### config.mk
export PLATFORM = sky130hd
export DESIGN_NAME = mem_access_unit
export DESIGN_NICKNAME = d
export VERILOG_FILES = /design/src/rtl/mem_access_unit_pkg.sv /design/src/rtl/mem_access_unit_load_align.sv /design/src/rtl/mem_access_unit.sv
export SDC_FILE = /design/constraint.sdc
export NUM_CORES = 1
export LEC_CHECK = 0
export BUFFER_PORTS_ARGS = -buffer_cell sky130_fd_sc_hd__buf_2
export CORE_UTILIZATION = 35
export DETAILED_ROUTE_END_ITERATION = 8
export GPL_TIMING_DRIVEN = 1
export HOLD_SLACK_MARGIN = 0.03
export PLACE_DENSITY_LB_ADDON = 0.15
export RECOVER_POWER = 50
export SYNTH_ARGS = -nofsm -noshare
export SYNTH_HDL_FRONTEND = slang
export SYNTH_SLANG_ARGS = --single-unit
### constraint.sdc
create_clock -name clk -period 5.5 [get_ports clk]
set_clock_uncertainty 0.1 [all_clocks]
set_input_delay 0.55 -clock clk [delete_from_list [all_inputs] [get_ports clk]]
set_output_delay 0.55 -clock clk [all_outputs]
set_load 0.02 [all_outputs]
### src/rtl/mem_access_unit_pkg.sv
// Shared definitions for the load/store access unit: size encodings,
// controller states and the size-to-byte-count helper.
package mem_pkg;

  localparam logic [1:0] SZ_BYTE  = 2'b00;
  localparam logic [1:0] SZ_HALF  = 2'b01;
  localparam logic [1:0] SZ_WORD  = 2'b10;
  localparam logic [1:0] SZ_DWORD = 2'b11;

  typedef enum logic [1:0] {
    ST_IDLE   = 2'd0,
    ST_ACCESS = 2'd1,
    ST_WAIT   = 2'd2,
    ST_RESP   = 2'd3
  } state_t;

  function automatic logic [3:0] size_bytes(input logic [1:0] size);
    logic [3:0] nbytes;
    case (size)
      SZ_BYTE: nbytes = 4'd1;
      SZ_HALF: nbytes = 4'd2;
      SZ_WORD: nbytes = 4'd4;
      default: nbytes = 4'd8;
    endcase
    return nbytes;
  endfunction

endpackage

### src/rtl/mem_access_unit_load_align.sv
// Combinational load aligner: moves the addressed bytes down to lane 0 and
// sign- or zero-extends them to the full bus width.
module load_align
  import mem_pkg::*;
#(
  parameter  int DATA_WIDTH = 32,
  localparam int BYTES      = DATA_WIDTH / 8,
  localparam int LANE_W     = $clog2(BYTES)
) (
  input  logic [DATA_WIDTH-1:0] word,
  input  logic [LANE_W-1:0]     lane,
  input  logic [1:0]            size,
  input  logic                  is_signed,
  output logic [DATA_WIDTH-1:0] data
);

  logic [DATA_WIDTH-1:0] shifted;
  logic [3:0]            nbytes;
  logic                  sign_bit;
  logic                  ext;

  always_comb begin
    shifted  = word >> {lane, 3'b000};
    nbytes   = size_bytes(size);
    sign_bit = 1'b0;
    data     = '0;
    for (int b = 0; b < BYTES; b++) begin
      if (b == int'(nbytes) - 1) sign_bit = shifted[8*b+7];
    end
    // full-width loads have no bits left to extend into
    ext = is_signed && (int'(nbytes) < BYTES) && sign_bit;
    for (int b = 0; b < BYTES; b++) begin
      if (b < int'(nbytes)) data[8*b +: 8] = shifted[8*b +: 8];
      else                  data[8*b +: 8] = {8{ext}};
    end
  end

endmodule

### src/rtl/mem_access_unit.sv
// Single-outstanding load/store unit: decodes the region from the top address
// bits, drives registered per-region strobes, waits out the region latency
// and returns an aligned load result with a one-cycle response pulse.
module mem_access_unit
  import mem_pkg::*;
#(
  parameter  int                     ADDR_WIDTH  = 32,
  parameter  int                     DATA_WIDTH  = 32,
  parameter  int                     NUM_REGIONS = 4,
  parameter  logic [NUM_REGIONS-1:0] SLOW_MASK   = 4'b1000,
  parameter  int                     IO_WAIT     = 3,
  localparam int                     BYTES       = DATA_WIDTH / 8,
  localparam int                     LANE_W      = $clog2(BYTES),
  localparam int                     RSEL_W      = $clog2(NUM_REGIONS)
) (
  input  logic                               clk,
  input  logic                               rst,
  input  logic                               ReqValid,
  output logic                               ReqReady,
  input  logic [ADDR_WIDTH-1:0]              Address,
  input  logic [DATA_WIDTH-1:0]              WriteData,
  input  logic                               WriteEnable,
  input  logic [1:0]                         MemSize,
  input  logic                               LoadSigned,
  output logic [ADDR_WIDTH-LANE_W-1:0]       MemAddr,
  output logic [NUM_REGIONS*BYTES-1:0]       RegionWriteMask,
  output logic [NUM_REGIONS-1:0]             RegionReadEn,
  output logic [DATA_WIDTH-1:0]              ShiftedData,
  input  logic [NUM_REGIONS*DATA_WIDTH-1:0]  ReadData,
  output logic                               RespValid,
  output logic [DATA_WIDTH-1:0]              LoadData,
  output logic                               Misaligned
);

  localparam int CNT_W = (IO_WAIT > 0) ? $clog2(IO_WAIT + 1) : 1;

  state_t state, next_state;

  logic [CNT_W-1:0]  cnt;
  logic [RSEL_W-1:0] lat_region;
  logic [LANE_W-1:0] lat_lane;
  logic [1:0]        lat_size;
  logic              lat_signed;
  logic              lat_write;

  logic                         accept;
  logic [RSEL_W-1:0]            req_region;
  logic [LANE_W-1:0]            req_lane;
  logic [3:0]                   req_nbytes;
  logic                         req_legal;
  logic [BYTES-1:0]             req_mask;
  logic [NUM_REGIONS*BYTES-1:0] req_wmask;
  logic [NUM_REGIONS-1:0]       req_ren;
  logic [DATA_WIDTH-1:0]        cap_word;
  logic [DATA_WIDTH-1:0]        aligned;

  assign ReqReady = (state == ST_IDLE);
  assign accept   = ReqValid && ReqReady;

  always_comb begin
    req_region = Address[ADDR_WIDTH-1 -: RSEL_W];
    req_lane   = Address[LANE_W-1:0];
    req_nbytes = size_bytes(MemSize);
    req_legal  = ((req_lane & LANE_W'(req_nbytes - 4'd1)) == '0) &&
                 !((MemSize == SZ_DWORD) && (DATA_WIDTH == 32));
    req_mask   = BYTES'(((16'd1 << req_nbytes) - 16'd1) << req_lane);
    req_wmask  = '0;
    for (int r = 0; r < NUM_REGIONS; r++) begin
      if (RSEL_W'(r) == req_region) req_wmask[r*BYTES +: BYTES] = req_mask;
    end
    req_ren             = '0;
    req_ren[req_region] = 1'b1;
  end

  always_ff @(posedge clk) begin
    if (!rst) state <= ST_IDLE;
    else      state <= next_state;
  end

  always_comb begin
    next_state = state;
    case (state)
      ST_IDLE:   if (accept) next_state = req_legal ? ST_ACCESS : ST_RESP;
      ST_ACCESS: next_state = ST_WAIT;
      ST_WAIT:   if (cnt == '0) next_state = ST_RESP;
      ST_RESP:   next_state = ST_IDLE;
      default:   next_state = ST_IDLE;
    endcase
  end

  assign cap_word = ReadData[lat_region*DATA_WIDTH +: DATA_WIDTH];

  load_align #(.DATA_WIDTH(DATA_WIDTH)) u_load_align (
    .word      (cap_word),
    .lane      (lat_lane),
    .size      (lat_size),
    .is_signed (lat_signed),
    .data      (aligned)
  );

  always_ff @(posedge clk) begin
    if (!rst) begin
      cnt             <= '0;
      lat_region      <= '0;
      lat_lane        <= '0;
      lat_size        <= SZ_BYTE;
      lat_signed      <= 1'b0;
      lat_write       <= 1'b0;
      MemAddr         <= '0;
      RegionWriteMask <= '0;
      RegionReadEn    <= '0;
      ShiftedData     <= '0;
      RespValid       <= 1'b0;
      LoadData        <= '0;
      Misaligned      <= 1'b0;
    end else begin
      // strobes and the response are single-cycle pulses by default
      RegionWriteMask <= '0;
      RegionReadEn    <= '0;
      RespValid       <= 1'b0;
      case (state)
        ST_IDLE: begin
          if (accept) begin
            lat_region <= req_region;
            lat_lane   <= req_lane;
            lat_size   <= MemSize;
            lat_signed <= LoadSigned;
            lat_write  <= WriteEnable;
            if (req_legal) begin
              MemAddr     <= Address[ADDR_WIDTH-1:LANE_W];
              ShiftedData <= WriteData << {req_lane, 3'b000};
              if (WriteEnable) RegionWriteMask <= req_wmask;
              else             RegionReadEn    <= req_ren;
            end else begin
              RespValid  <= 1'b1;
              Misaligned <= 1'b1;
              LoadData   <= '0;
            end
          end
        end
        ST_ACCESS: cnt <= SLOW_MASK[lat_region] ? CNT_W'(IO_WAIT) : '0;
        ST_WAIT: begin
          if (cnt == '0) begin
            RespValid  <= 1'b1;
            Misaligned <= 1'b0;
            LoadData   <= lat_write ? '0 : aligned;
          end else begin
            cnt <= cnt - 1'b1;
          end
        end
        ST_RESP: begin
          LoadData   <= '0;
          Misaligned <= 1'b0;
        end
        default: ;
      endcase
    end
  end

endmodule
# ---- Word-level counts from Yosys, hierarchy flattened
# Cells that the tools add are included.
dict set report classes {
  n_addsub 4
  magnitude_cmp 8
  n_eq_ne 18
  shift 5
  mux 34
  bitwise 5
  n_reduce_logical 25
}
# op count
set op_table {}
lappend op_table {{$mux W32} 4}
lappend op_table {{$shiftx A128 B8 Y32} 1}
lappend op_table {{$pmux W32 S3} 1}
lappend op_table {{$eq A3 B32 Y1 const A} 2}
lappend op_table {{$eq A2 B32 Y1 const A} 1}
lappend op_table {{$logic_not A32 Y1} 1}
lappend op_table {{$mux W8} 4}
lappend op_table {{$shl A32 B5 Y32} 1}
lappend op_table {{$shr A32 B5 Y32} 1}
lappend op_table {{$pmux W4 S3} 2}
lappend op_table {{$reduce_and A6 Y1} 4}
lappend op_table {{$shl A1 B4 Y16 const A} 1}
lappend op_table {{$shl A16 B2 Y4} 1}
lappend op_table {{$sub A16 B1 Y16 const B} 1}
lappend op_table {{$logic_not A2 Y1} 6}
lappend op_table {{$mux W1} 12}
lappend op_table {{$eq A2 B2 Y1 const B} 5}
lappend op_table {{$mux W2} 5}
lappend op_table {{$lt A1 B4 Y1 const A} 2}
lappend op_table {{$lt A2 B4 Y1 const A} 2}
lappend op_table {{$pmux W2 S4} 1}
lappend op_table {{$eq A2 B1 Y1 const B} 3}
lappend op_table {{$lt A2 B3 Y1 const B} 2}
lappend op_table {{$ne A2 B2 Y1 const B} 3}
lappend op_table {{other kinds (22)} 33}
dict set report totals {
  regBits 128
  out_inout_bits 117
  wordCells 116
}

# ---- Logic depth before layout (Yosys ltp)
# Gate-level depths: netlist of run 1.
dict set report logic_depth {
  depth_word 13
  ltp_mapped 9
  depth_no_buf 7
}

# ---- By module
# Synthesis of run 1 repeated with hierarchy kept, for this count alone.
dict set report hier_totals {
  hier_cells 746
  area_unflattened_um2 6995.5
}
# module instances cells_per_inst area_per_inst_um2
set modules_own_cells {}
lappend modules_own_cells {mem_access_unit 1 640 6182.2}
lappend modules_own_cells {load_align 1 106 813.3}

# ---- Worst setup path before layout of run 1
# OpenSTA, ideal clock, no wires.
dict set report synth_timing {
  path_type {flip-flop to flip-flop}
  startpoint {register state[0]}
  endpoint {register LoadData[16]}
  t_arrival_ns 1.948
  slack_ns 3.376
  path_stages_with_launch 8
  path_cell_list {dfxtp_1 -> inv_1 -> ha_1 -> a22oi_1 -> nor4b_2 -> nand4b_1 -> clkbuf_1 -> o22ai_1}
}
dict set report synth_via {
  elab_chain_cells 4
  word_cells_on_any_way 10
  cone_classes {eq/ne (5); mux (1); reduce/logical (4)}
}
# element line_no
set synth_rtl {}
lappend synth_rtl {{start: declaration} mem_access_unit.sv:37} ;# state_t state, next_state;
lappend synth_rtl {{start signal: assignment} mem_access_unit.sv:77} ;# else state <= next_state;
lappend synth_rtl {{$logic_not A2 Y1 (*)} mem_access_unit.sv:57} ;# assign ReqReady = (state == ST_IDLE);
lappend synth_rtl {{named net ReqReady} mem_access_unit.sv:19} ;# output logic ReqReady,
lappend synth_rtl {{$logic_and A1 B1 Y1} mem_access_unit.sv:58} ;# assign accept = ReqValid && ReqReady;
lappend synth_rtl {{$ne A2 B1 Y1 (no source line)} --}
lappend synth_rtl {{$reduce_and A4 Y1 (no source line)} --}
lappend synth_rtl {{end signal: assignment} mem_access_unit.sv:146} ;# LoadData <= lat_write ? '0 : aligned;
lappend synth_rtl {{end: declaration} mem_access_unit.sv:31} ;# output logic [DATA_WIDTH-1:0] LoadData,
# Mark *: on every way through the listed nets, which the timed path passes. The rest lies on a longest branch.
# A chain may end at the register's enable or synchronous reset.

# ---- Worst setup path in the final report of run 1
dict set report layout_timing {
  startpoint {register state[0]}
  endpoint {register RegionWriteMask[4]}
}
dict set report layout_via {
  elab_chain_cells 3
}
# element line_no
set layout_rtl {}
lappend layout_rtl {{$logic_not A2 Y1 (*)} {mem_access_unit.sv:57, mem_access_unit.sv:121}}
lappend layout_rtl {{$logic_and A1 B1 Y1} mem_access_unit.sv:58}
lappend layout_rtl {{$reduce_and A6 Y1 (no source line) (*)} --}
lappend layout_rtl {{end signal: assignment} mem_access_unit.sv:132} ;# if (WriteEnable) RegionWriteMask <= req_wmask;
lappend layout_rtl {{end: declaration} mem_access_unit.sv:26} ;# output logic [NUM_REGIONS*BYTES-1:0] RegionWriteMask,
# Mark *: on every way between the ends. The rest lies on a longest branch, timed or not.

==> results of run 1 <==
placed cells by master (no fill, tap or decap), types with 4 or more instances in the layout:
master and n:
nand3b_1 4, o22ai_1 18, mux2_2 14, nor2_1 52, clkbuf_1 117, nand2_1 126, nand2b_1 4, buf_4 4
o31ai_1 8, ha_1 5, o21ai_1 13, a211oi_1 32, dfxtp_1 125, mux2i_1 31, mux4_2 42, a2bb2oi_1 8
a22oi_1 9, nor2b_1 10, nand3_1 11, buf_2 199, o21ai_0 13, a21oi_1 60, nor3_1 13, inv_1 7
clkbuf_16 18
Yosys cell counts (4+ instances only):
| cell type | count | area (µm²) |
|---|---|---|
| mux4_2 | 42 | 945.9 |
| o22ai_1 | 18 | 112.6 |
| o21ai_0 | 13 | 65.06 |
| inv_1 | 8 | 30.03 |
| a22oi_1 | 9 | 67.56 |
| buf_6 | 5 | 56.30 |
| mux2i_1 | 31 | 310.3 |
| nor2b_1 | 10 | 62.56 |
| mux2_2 | 14 | 157.7 |
| nand3b_1 | 4 | 30.03 |
| o21ai_1 | 14 | 70.07 |
| a211oi_1 | 32 | 240.2 |
| ha_1 | 5 | 62.56 |
| a2bb2oi_1 | 8 | 70.07 |
| o31ai_1 | 8 | 60.06 |
| nor3_1 | 13 | 65.06 |
| nand2_1 | 126 | 473.0 |
| dfxtp_1 | 128 | 2562 |
| nor2_1 | 52 | 195.2 |
| clkbuf_1 | 25 | 93.84 |
| buf_2 | 24 | 120.1 |
| nand2b_1 | 4 | 25.02 |
| nand3_1 | 11 | 55.05 |
| a21oi_1 | 60 | 300.3 |
power breakdown:
part | leakage [nW] | total [mW] | switching [mW] | internal [mW]
logic | 2.01 | 0.995 | 0.590 | 0.405
registers | 1.04 | 1.14 | 0.120 | 1.02
clock network | 0.301 | 1.20 | 0.432 | 0.767
sequential cells by signal (all words and copies together), names as in the netlist:
register and count:
lat_size 2, cnt 2, RegionWriteMask 16, MemAddr 30, lat_signed 1, Misaligned 1
ShiftedData 32, RespValid 1, lat_region 2, lat_write 1, state 2, lat_lane 2
RegionReadEn 4, LoadData 32
worst max-delay path: stages (launching register included):
cell	delay, ns
dfxtp_1	0.35
inv_1	0.09
ha_1	0.34
and2_0	0.60
o21a_2	0.88
and3_1	0.33
nand3b_1	0.18
nor3_1	0.18
how the worst min path moves through the flow:
stage | start | endpoint | cells after the start
after detailed placement | LoadData[14]$_SDFFE_PN0P_ | LoadData[14]$_SDFFE_PN0P_ | 2
after global placement | LoadData[9]$_SDFFE_PN0P_ | LoadData[9]$_SDFFE_PN0P_ | 2
final | Address[3] | MemAddr[1]$_SDFFE_PN0P_ | 3
after CTS | Address[11] | MemAddr[9]$_SDFFE_PN0P_ | 3
after floorplan | lat_write$_SDFFE_PN0P_ | lat_write$_SDFFE_PN0P_ | 2
after global routing | Address[15] | MemAddr[13]$_SDFFE_PN0P_ | 3
layer usage:
layer | vias to the layer above | GRT usage [%]
met5 | - | 0
li1 | 3134 | -
met3 | 26 | 5.573
met4 | 0 | 7.403
met1 | 3032 | 29.01
met2 | 239 | 35.89
final cells by class:
| type | count | area [µm²] |
|---|---|---|
| fillers | 1913 | 9956 |
| multi-input cells | 509 | 3762 |
| flip-flops and latches | 128 | 2569 |
| repair buffers | 319 | 1461 |
| clock buffers | 21 | 481.7 |
| well taps | 234 | 292.8 |
| clock inverters | 11 | 152.6 |
| inverters | 8 | 30.03 |
cell families (layout without fill, tap and decap cells):
logic type,after synthesis,count (layout),share of synthesized area [%]
compound gates,175,175,16.98
flops,128,128,38.43
buf+inv,67,359,5.329
mux,92,92,22.72
simple gates,237,237,15.59
fa+ha+maj,5,5,0.9383
==> results.sh, run 1 <==
export IMPL_cts_hold_fix_buffers=0
export IMPL_r2r_slack_ns=2.36
export IMPL_critPathCaptureType="flip-flop"
export IMPL_die_h_um=140.0
export IMPL_setup_viol=0
export IMPL_netlist_area_mm2=0.006668
export IMPL_synth_edf_count=0
export IMPL_die_area_mm2=0.01961
export IMPL_top_layer="met4"
export IMPL_wirelength_um=22110
export IMPL_core_mm2=0.01871
export IMPL_r2r_end="RegionWriteMask[4]$_SDFF_PN0_"
export IMPL_drt_pass1_iterations=5
export IMPL_whs_ns=0.2625
export IMPL_ant_nets=0
export IMPL_yosysWarningCount=0
export IMPL_ir_drop_mv=0.2288
export IMPL_max_cap_violations=0
export IMPL_rsz0062_at_grt="false"
export IMPL_final_core_util_pct=46.78
export IMPL_drt_iter0_drc=367
export IMPL_pre_cts_slack_ns=2.177
export IMPL_cp_start_kind="flip-flop"
export IMPL_wl_met3_um=1400
export IMPL_die_x_um=140.0
export IMPL_cts_resized_gates=0
export IMPL_dpl_instance_area_mm2=0.008260
export IMPL_tightest_slew_ns=0.9602
export IMPL_final_setup_worst_slack_ns=2.363
export IMPL_remaining_drc_errors=0
export IMPL_setup_tns_final_ns=0
export IMPL_crit_start="state[0]$_SDFFE_PN0P_"
export IMPL_avgSynthCellArea_um2=9.471
export IMPL_path_max_fanout=48
export IMPL_fmax_ghz=0.3187
export IMPL_drive_above_1_share_pct=30.92
export IMPL_worst_setup_path_type="flip-flop to flip-flop"
export IMPL_fin_area_mm2=0.008750
export IMPL_r2r_worst_path_cells=7
export IMPL_synthCells=704
export IMPL_synthFlopType="dfxtp_1"
export IMPL_postCtsSetupBuffers=0
export IMPL_gp_congestion=0.7706
export IMPL_finalNonFillerCells=1230
export IMPL_timing_rr_start="state[0]$_SDFFE_PN0P_"
export IMPL_dp_cells=1198
export IMPL_nets=1187
export IMPL_cp_required_ns=5.73
export IMPL_clk_transition_reported_paths_ns=0.06
export IMPL_period_minus_slack_ns=3.138
export IMPL_finalCritPeriodShare_pct=57.05
export IMPL_viasPerCell=5.228
export IMPL_antenna_found_initial=0
export IMPL_cts_root_buf="clkbuf_16"
export IMPL_final_hold_viol_count=0
export IMPL_initial_core_util_pct=35.65
export IMPL_wire_per_inst_um=17.97
export IMPL_grt_max_degree=87
export IMPL_diodes=0
export IMPL_wl_met2_um=10410
export IMPL_ys_seq_area_share_pct=38.43
export IMPL_status="completed"
export IMPL_cts_tree="done"
export IMPL_power_total_mw=3.333
export IMPL_place_detailed_hpwl_um=16270
export IMPL_endpoint="RegionWriteMask[4]$_SDFF_PN0_"
export IMPL_p_per_area_mw_per_mm2=381.0
export IMPL_grt_util_all_layers_pct=22.24
export IMPL_min_path_type="input pin to flip-flop"
export IMPL_cts_sinks=128
export IMPL_met1_length_um=9879
export IMPL_via_count=6431
export IMPL_ys_ff_latch=128
export IMPL_numCtsBuffers=17
export IMPL_area_delta_synth_final_pct=31.23
export IMPL_drv_slew=0
export IMPL_grt_pass1_wl_um=33950
export IMPL_p_leak_nw=3.347
export IMPL_arrival_ns=3.37
export IMPL_clock_path_buffers=2
export IMPL_clk_latency_ns=0.41
export IMPL_slew_headroom_pct=35.98
export IMPL_rows=50
export IMPL_ys_async_sr_fraction_pct=0
export IMPL_grt_pass1_vias=6175
export IMPL_numPortBuffers=315
export IMPL_overflow=0
export IMPL_synth_distinct_cells=49
export IMPL_ioPinCount=316
export IMPL_syn_num_nets=908
export IMPL_cts_max_level=4
Power figures use the tool's default switching activity.
==> run 2, diff against run 1 <==
==> constraint.sdc (replaced) <==
create_clock -name clk -period 2.92 [get_ports clk]
set_clock_uncertainty 0.1 [all_clocks]
set_input_delay 0.292 -clock clk [delete_from_list [all_inputs] [get_ports clk]]
set_output_delay 0.292 -clock clk [all_outputs]
set_load 0.02 [all_outputs]
==> run 2 against run 1 <==
  * Non-clock buffer count up 38
  * Global-route usage up 0.27 points
  * Design area up 3.9%
  * Largest cell class unchanged
  * Die area unchanged
  * Worst setup slack worse by 1.9 ns
  * Sequential share of layout area down 1.1 points
  * Register-to-register slack worse by 1.9 ns
  * Cell count up 3.2%
  * Count of clock-buffer cells in the layout down 2
  * Maximum frequency up 27%
  * Combinational power up 100%
==> results.sh, run 2 (synthesis gave the netlist of run 1 again) <==
export IMPL_cp_start_kind="flip-flop"
export IMPL_r2r_end="ShiftedData[7]$_SDFFE_PN0P_"
export IMPL_viasPerCell=5.195
export IMPL_max_cap_violations=0
export IMPL_p_switching_mw=2.142
export IMPL_cp_required_ns=3.16
export IMPL_final_setup_worst_slack_ns=0.4458
export IMPL_clk_transition_reported_paths_ns=0.06
export IMPL_ant_nets=0
export IMPL_die_x_um=140.0
export IMPL_cpLargestDelayFamily="simple AND/OR/NAND/NOR gates"
export IMPL_cts_tree="done"
export IMPL_intPower_mw=4.103
export IMPL_numPortBuffers=315
export IMPL_grt_util_all_layers_pct=22.51
export IMPL_slew_headroom_pct=56.18
export IMPL_min_path_type="input pin to flip-flop"
export IMPL_initial_core_util_pct=35.65
export IMPL_critPathCaptureType="flip-flop"
export IMPL_die_h_um=140.0
export IMPL_final_core_util_pct=48.61
export IMPL_ioPinCount=316
export IMPL_status="completed"
export IMPL_p_per_area_mw_per_mm2=686.9
export IMPL_fmax_ghz=0.4042
export IMPL_largestRegisters="LoadData: 32 flops, ShiftedData: 32 flops, MemAddr: 30 flops"
export IMPL_grt_pass1_wl_um=34260
export IMPL_critical_path_max_stage_delay_ns=0.52
export IMPL_fin_area_mm2=0.009092
export IMPL_p_leak_nw=3.496
export IMPL_slowest_stage="and2_0"
export IMPL_drt_pass1_iterations=4
export IMPL_wire_per_inst_um=17.58
export IMPL_pwr_share_clk_pct=34.7
export IMPL_final_common_cell="buf_2"
export IMPL_hold_path_startpoint="WriteEnable"
export IMPL_switching_share_pct=34.30
export IMPL_crit_chain="inv_1, ha_1, and2_0, o21a_2, buf_4, nand3_1, a21oi_1"
export IMPL_power_total_mw=6.246
export IMPL_numCtsBuffers=17
export IMPL_comb_power_share_pct=32.3
export IMPL_path_max_fanout=44
export IMPL_clock_path_buffers=2
export IMPL_min_to="lat_write$_SDFFE_PN0P_"
export IMPL_via_count=6593
export IMPL_pre_cts_slack_ns=0.5175
export IMPL_final_hold_viol_count=0
export IMPL_grt_max_degree=50
export IMPL_dpl_instance_area_mm2=0.008348
export IMPL_worst_setup_path_type="flip-flop to flip-flop"
export IMPL_setup_viol=0
export IMPL_cts_root_buf="clkbuf_16"
export IMPL_final_cell_mix="buf_2 (199), nand2_1 (126), dfxtp_1 (125)"
export IMPL_die_area_mm2=0.01961
export IMPL_overflow=0
export IMPL_rows=50
export IMPL_rsz0062_at_grt="false"
export IMPL_seqPwrFrac_pct=32.9
export IMPL_r2r_slack_ns=0.45
export IMPL_ir_drop_mv=0.4126
export IMPL_finalCritPeriodShare_pct=84.73
export IMPL_r2r_worst_path_cells=7
export IMPL_remaining_drc_errors=0
export IMPL_antenna_found_initial=3
export IMPL_clk_latency_ns=0.41
export IMPL_path_buf_inv=2
export IMPL_core_mm2=0.01871
export IMPL_cts_sinks=128
export IMPL_gp_congestion=0.7683
export IMPL_area_delta_synth_final_pct=36.37
export IMPL_cts_max_level=4
export IMPL_timing_rr_start="state[1]$_SDFFE_PN0P_"
export IMPL_nets=1225
export IMPL_place_detailed_hpwl_um=16700
export IMPL_period_minus_slack_ns=2.474
export IMPL_drv_slew=0
export IMPL_whs_path_depth=3
export IMPL_wirelength_um=22300
export IMPL_tightest_slew_ns=0.6549
export IMPL_arrival_ns=2.71
export IMPL_setup_tns_final_ns=0
export IMPL_drive_above_1_share_pct=30.75
export IMPL_grt_pass1_vias=6389
export IMPL_drt_iter0_drc=316
run 2: power groups by stage:
stage               Combinational [mW]  Clock (mW)  Sequential [mW]
floorplan                         1.32           0             2.19
global route                      2.21        2.29             2.08
global placement                  2.02           0             2.09
detailed placement                2.03           0             2.09
CTS                               2.06        2.21             2.05
finish                            2.02        2.17             2.06
run 2: area by class of cell:
| class | instances | area, µm² |
|---|---|---|
| well taps | 234 | 292.8 |
| inverters | 8 | 30.03 |
| flip-flops and latches | 128 | 2569 |
| repair buffers | 357 | 1829 |
| multi-input cells | 509 | 3762 |
| diodes | 1 | 2.502 |
| clock buffers | 19 | 442.9 |
| clock inverters | 13 | 163.9 |
| fillers | 1894 | 9613 |
run 2: repair_timing:
item,in CTS,in global routing
hold endpoints to repair,28,0
gates resized for setup,0,0
setup buffers,0,0
hold buffers,28,0
run 2: metal layers:
layer	global-route usage [%]	up-vias	share of wire, %
li1	-	3219	-
met5	0	-	0.036
met1	28.93	3133	44
met2	37.16	218	49
met3	5.880	21	5.9
met4	6.420	2	1.2
run 2: per-stage QoR:
stage	instances	hold WS, ns
3_5_place_dp	1208	0.3417
3_3_place_gp	1208	0.3347
6_report	1269	0.04819
4_1_cts	1268	0.03816
5_1_grt	1269	0.04879
2_1_floorplan	704	0.3280
run 2: worst max-delay path by stage:
stage	start	to	cells past startpoint
after floorplan	state[0]$_SDFFE_PN0P_	LoadData[16]$_SDFFE_PN0P_	7
after global placement	lat_region[0]$_SDFFE_PN0P_	LoadData[8]$_SDFFE_PN0P_	6
after detailed placement	state[0]$_SDFFE_PN0P_	LoadData[9]$_SDFFE_PN0P_	6
after CTS	state[0]$_SDFFE_PN0P_	LoadData[9]$_SDFFE_PN0P_	6
after global routing	state[1]$_SDFFE_PN0P_	ShiftedData[7]$_SDFFE_PN0P_	7
final	state[1]$_SDFFE_PN0P_	ShiftedData[7]$_SDFFE_PN0P_	7
run 2: worst min-delay path, delay by kind of cell:
kind	cells	cell delay (ns)
and+or+nand+nor	1	0.05
AOI/OAI and AO/OA	1	0.05
buffers and inverters	1	0.12
